`src/rtl/fetch_stage.sv`:
```
// fetch_stage: RV32I instruction fetch with the PC register, the imem request port and the IF/ID latch.
// It tolerates variable-latency imem, parks a word across a stall and drains a stale request after a redirect.
//
// state    | meaning
// ST_RUN   | request outstanding at r_pc; completion loads IF/ID or parks the word
// ST_HOLD  | word parked in r_buf while IF/ID is stalled; no request issued
// ST_DRAIN | stale request at r_pc still in flight; r_pend holds the redirect target
module fetch_stage #(
  parameter logic [31:0] RESET_PC  = 32'h0000_0000,
  parameter logic [31:0] NOP_INSTR = 32'h0000_0013
) (
  input  logic        i_clk,
  input  logic        i_rst,
  input  logic        i_stall_IF,
  input  logic        i_flush_IF,
  input  logic        i_jal_ID,
  input  logic [31:0] i_jal_target_ID,
  input  logic        i_redirect_EX,
  input  logic [31:0] i_target_EX,
  output logic        o_imem_req,
  output logic [31:0] o_imem_addr,
  input  logic [31:0] i_imem_rdata,
  input  logic        i_imem_ready,
  output logic [31:0] o_pc_IF,
  output logic [31:0] o_pc_ID,
  output logic [31:0] o_instr_ID,
  output logic        o_valid_ID
);

  typedef enum logic [1:0] {
    ST_RUN   = 2'd0,
    ST_HOLD  = 2'd1,
    ST_DRAIN = 2'd2
  } state_t;

  state_t      r_state, w_state_nxt;
  logic [31:0] r_pc, w_pc_nxt;
  logic [31:0] r_pend, w_pend_nxt;
  logic [31:0] r_buf, w_buf_nxt;
  logic [31:0] r_pc_id, w_pc_id_nxt;
  logic [31:0] r_instr_id, w_instr_id_nxt;
  logic        r_valid_id, w_valid_id_nxt;

  logic        w_redir;
  logic        w_squash;
  logic        w_bubble;
  logic [31:0] w_tgt_raw;
  logic [31:0] w_tgt;
  logic [31:0] w_pc_inc;

  // EX redirect is older than the ID JAL, so it wins
  assign w_redir   = i_redirect_EX | i_jal_ID;
  assign w_tgt_raw = i_redirect_EX ? i_target_EX : i_jal_target_ID;
  assign w_tgt     = w_tgt_raw & ~32'd3;
  assign w_squash  = w_redir | i_flush_IF;
  assign w_pc_inc  = r_pc + 32'd4;

  assign o_imem_addr = r_pc;
  assign o_pc_IF     = r_pc;
  assign o_pc_ID     = r_pc_id;
  assign o_instr_ID  = r_instr_id;
  assign o_valid_ID  = r_valid_id;

  always_comb begin
    w_state_nxt    = r_state;
    w_pc_nxt       = r_pc;
    w_pend_nxt     = r_pend;
    w_buf_nxt      = r_buf;
    w_pc_id_nxt    = r_pc_id;
    w_instr_id_nxt = r_instr_id;
    w_valid_id_nxt = r_valid_id;
    w_bubble       = w_squash;
    o_imem_req     = 1'b0;

    case (r_state)
      ST_RUN: begin
        o_imem_req = 1'b1;
        if (w_redir) begin
          if (i_imem_ready) begin
            w_pc_nxt = w_tgt;
          end else begin
            w_pend_nxt  = w_tgt;
            w_state_nxt = ST_DRAIN;
          end
        end else if (!i_flush_IF) begin
          if (i_imem_ready && !i_stall_IF) begin
            w_pc_id_nxt    = r_pc;
            w_instr_id_nxt = i_imem_rdata;
            w_valid_id_nxt = 1'b1;
            w_pc_nxt       = w_pc_inc;
          end else if (i_imem_ready) begin
            w_buf_nxt   = i_imem_rdata;
            w_state_nxt = ST_HOLD;
          end else if (!i_stall_IF) begin
            w_bubble = 1'b1;
          end
        end
      end
      ST_HOLD: begin
        if (w_redir) begin
          w_pc_nxt    = w_tgt;
          w_state_nxt = ST_RUN;
        end else if (i_flush_IF) begin
          // parked word is squashed; refetch the same PC
          w_state_nxt = ST_RUN;
        end else if (!i_stall_IF) begin
          w_pc_id_nxt    = r_pc;
          w_instr_id_nxt = r_buf;
          w_valid_id_nxt = 1'b1;
          w_pc_nxt       = w_pc_inc;
          w_state_nxt    = ST_RUN;
        end
      end
      ST_DRAIN: begin
        o_imem_req = 1'b1;
        w_bubble   = 1'b1;
        if (i_imem_ready) begin
          w_pc_nxt    = w_redir ? w_tgt : r_pend;
          w_state_nxt = ST_RUN;
        end else if (w_redir) begin
          w_pend_nxt = w_tgt;
        end
      end
      default: begin
        w_state_nxt = ST_RUN;
      end
    endcase

    if (w_bubble) begin
      w_pc_id_nxt    = 32'd0;
      w_instr_id_nxt = NOP_INSTR;
      w_valid_id_nxt = 1'b0;
    end

    if (i_rst) begin
      o_imem_req = 1'b0;
    end
  end

  always_ff @(posedge i_clk) begin
    if (i_rst) begin
      r_state    <= ST_RUN;
      r_pc       <= RESET_PC;
      r_pend     <= 32'd0;
      r_buf      <= 32'd0;
      r_pc_id    <= 32'd0;
      r_instr_id <= NOP_INSTR;
      r_valid_id <= 1'b0;
    end else begin
      r_state    <= w_state_nxt;
      r_pc       <= w_pc_nxt;
      r_pend     <= w_pend_nxt;
      r_buf      <= w_buf_nxt;
      r_pc_id    <= w_pc_id_nxt;
      r_instr_id <= w_instr_id_nxt;
      r_valid_id <= w_valid_id_nxt;
    end
  end

endmodule

```
`config.mk`:
```
export PLATFORM = sky130hd
export DESIGN_NAME = fetch_stage
export DESIGN_NICKNAME = d
export VERILOG_FILES = /design/src/rtl/fetch_stage.sv
export SDC_FILE = /design/constraint.sdc
export NUM_CORES = 1
export LEC_CHECK = 0
export ABC_AREA = 0
export BUFFER_PORTS_ARGS = -buffer_cell sky130_fd_sc_hd__buf_2
export CELL_PAD_IN_SITES_DETAIL_PLACEMENT = 2
export CELL_PAD_IN_SITES_GLOBAL_PLACEMENT = 2
export CORE_MARGIN = 4
export CORE_UTILIZATION = 32
export DETAILED_ROUTE_END_ITERATION = 16
export PLACE_DENSITY_LB_ADDON = 0.1
export SLEW_MARGIN = 15
export SYNTH_ARGS = -nofsm -noshare
export SYNTH_HDL_FRONTEND = slang
export SYNTH_SLANG_ARGS = --single-unit
```
`constraint.sdc`:
```
create_clock -name i_clk -period 4.34 [get_ports i_clk]
set_clock_uncertainty 0.1 [all_clocks]
set_input_delay 0.868 -clock i_clk [delete_from_list [all_inputs] [get_ports i_clk]]
set_output_delay 0.868 -clock i_clk [all_outputs]
set_load 0.01 [all_outputs]
```
==> results.yml <==
run_status:
  outcome: "complete, no violations"
sta:
  layout_worst_path_cycle_share_pct: 66.4
  clock.fmax_mhz: 347
  tightest_slew_ps: 796
  rsz0062_at_grt: "no"
  finalSetupViolations: 0
  relSlewSlack_pct: 46.9
  finalCriticalPeriod_ps: 2880
  drv_slew: 0
  fin_tns_setup_ps: 0
  hold_viol: 0
routing:
  wirelength_mm: 30.4
  drt_iter0_drc: 382
  wl_per_cell_microns: 20.4
  vias: 8089
  firstDrtPassIters: 4
  ant_nets: 0
  via_per_inst: 5.42
  drc: 0
cts:
  cts.repair.resized: 0
  clock-sinks: 163
  post_cts_buffers: 0
  cts_tree: "yes"
  cts_buffers: 17
  clockBufferDepth: 2
  cts-root-buf: "clkbuf_16"
  htreeDepth: 4
  clock_latency_ps: 430
  path_clk_slew_ps: 70
  hold_buffers: 0
power_and_ir_drop:
  p_leak_nw: 3.88
  vdd_drop_max_v: 0.000165
  powerDensity_nw_per_um2: 417
  design_power_total_w: 0.00412
setup_path:
  required_ps: 4600
  slowest_stage: "o221a_2"
  slowest_delay_ps: 700
  worstPathMaxFanout: 29
  critical_path.cell_chain: "inv_1 > ha_1 > o21bai_1 > o221a_2 > nor2_1 > or4_1 > a31oi_1"
  cp.buffers_inverters: 1
  endpoint_kind: "flop"
  setup.worst_path.start_class: "flop"
  critPathKind: "flop to flop"
  critPathArrivalTime_ps: 3140
  path_delay_family: "compound AO/OA/AOI/OAI gates"
global_route:
  grt_pass1_vias: 8379
  overflow: 0
  antenna_found_initial: 0
  grt_max_degree: 92
  grt_pass1_wl_mm: 48.2
  grt_util_all_layers_pct: 21.3
final_layout:
  final_layout_size_suffix_gt1_share_pct: 27.0
  fin_nets: 1257
  multiInputGateArea_sq_um: 4280
  antenna_cells: 0
  fillers: 2975
  seq_area_sq_um: 3260
  area_growth_pct: 21.0
yosys:
  synth_edf_count: 0
  syn_nets: 1110
  ys.flop_type: "dfxtp_1"
  syn_area_sq_um: 8150
  async_flop_share_pct: 0
  synthTopCellsByArea: "dfxtp_1 40%, nand2_1 8.1%, mux2i_1 7.1%, a21oi_1 7.0%, a211oi_1 5.2%"
  yosys.area_share.simple_pct: 21.4
  synth_top_area_share_pct: 40.0
  synth_top_family_by_area: "compound AO/OA/AOI/OAI gates"
  yosysMostFrequentCell: "nand2_1"
  yosys_warnings: 0
  seq_area_frac_synth_pct: 40.0
  syn_avg_cell_area_sq_um: 8.13
  synth_common_cells: "175 x nand2_1, 163 x dfxtp_1, 114 x a21oi_1, 84 x nor2_1, 58 x mux2i_1"
  synth_area_leader_cell: "dfxtp_1"
  ys_types: 66
  synth-xor-area-share_pct: 0.215
  synth_compound_area_share_pct: 22.2
  synthAdderAreaFrac_pct: 0.614
  synthCells: 1003
  synth-seq-cells: 163
  synth_mux_area_share_pct: 7.67
flow_run:
  drv_cap: 0
floorplan:
  ios: 233
  core_sq_um: 25100
  die-area_sq_um: 28100
  die_w_microns: 168
  die_h_microns: 168
  num_rows: 58
  start_util_pct: 32.5
place:
  globalplace.congestion: 0.752
  portBuffers: 228
  dp_hpwl_mm: 21.0
min_path:
  hp-class: "flop to flop"
worst reg2reg max path, stage by stage (launching register included):
cell and delay [ps]:
dfxtp_1 340, inv_1 90, ha_1 370, o21bai_1 480
o221a_2 700, nor2_1 80, or4_1 520, a31oi_1 130
through the flow:
| step | setup slack, ps | cells | hold WS (ps) | instance area [sq um] | util [%] |
|---|---|---|---|---|---|
| finish | 1460 | 1493 | 353 | 9870 | 39.3 |
| floorplan | 1830 | 1003 | 336 | 8150 | - |
| global placement | 1120 | 1461 | 336 | 9280 | 36.9 |
| global route | 1230 | 1493 | 381 | 9870 | 39.3 |
| detailed placement | 1060 | 1461 | 347 | 9280 | 36.9 |
| CTS | 1390 | 1493 | 360 | 9870 | 39.3 |
report_power, final:
group	leakage (nW)	internal [W]	switching, W
clock	0.288	0.000792	0.000765
sequential	1.33	0.00159	0.000170
combinational	2.27	0.000307	0.000496
cell type report:
| class | instances | area share, % |
|---|---|---|
| Inverter | 8 | 0.304 |
| Timing Repair Buffer | 246 | 13.1 |
| Clock buffer | 18 | 4.45 |
| Sequential cell | 163 | 33.1 |
| Multi-Input combinational cell | 714 | 43.4 |
| Clock inverter | 14 | 1.51 |
| Tap cell | 330 | 4.19 |
routing by layer:
layer	routed length, microns	global-route usage [%]	part of all wire, %	up-vias
met5	0	0	0	-
met4	283	5.33	0.93	0
met3	1540	3.00	5.0	17
met2	14000	34.4	46	198
met1	14600	30.2	48	4030
li1	-	-	-	3844
placed cells by master, fill, tap and decap left out, types with 6 or more instances in the layout:
cell type	instances
and3b_1	6
nor3_1	14
dfxtp_1	163
nor2b_1	9
a21oi_1	114
a31oi_1	9
nand2_1	175
o31ai_1	6
clkbuf_16	17
o21ai_0	39
a211oi_1	56
o311a_1	7
buf_2	227
nand3_1	12
a311oi_1	12
nand4_1	8
nand2b_1	10
nor2_1	83
buf_4	18
mux2i_1	58
inv_1	8
or3_1	8
cell families (layout without fill, tap and decap cells):
logic type,after synthesis,in the layout
xor+xnor,2,2
fa+ha+maj,4,4
compound gates,281,281
simple gates,365,365
mux,62,62
flops,163,163
buf+inv,126,286
state kept, by name (all words and copies together), names as in the netlist:
signal,flops
o_valid_ID,1
r_buf,32
o_instr_ID,32
r_pend,32
r_state,2
o_pc_ID,32
o_imem_addr,32
path summary, 6_finish.rpt:
check / from / endpoint / slack (ps) / cells after the start
max: r_state[0] / o_imem_addr[30] / 1460 / 7
max reg2reg: r_state[0] / o_imem_addr[30] / 1460 / 7
min: o_pc_ID[25] / o_pc_ID[25] / 350 / 2
min reg2reg: o_pc_ID[25] / o_pc_ID[25] / 350 / 2
Note: power is estimated with default switching activity, not from simulation.
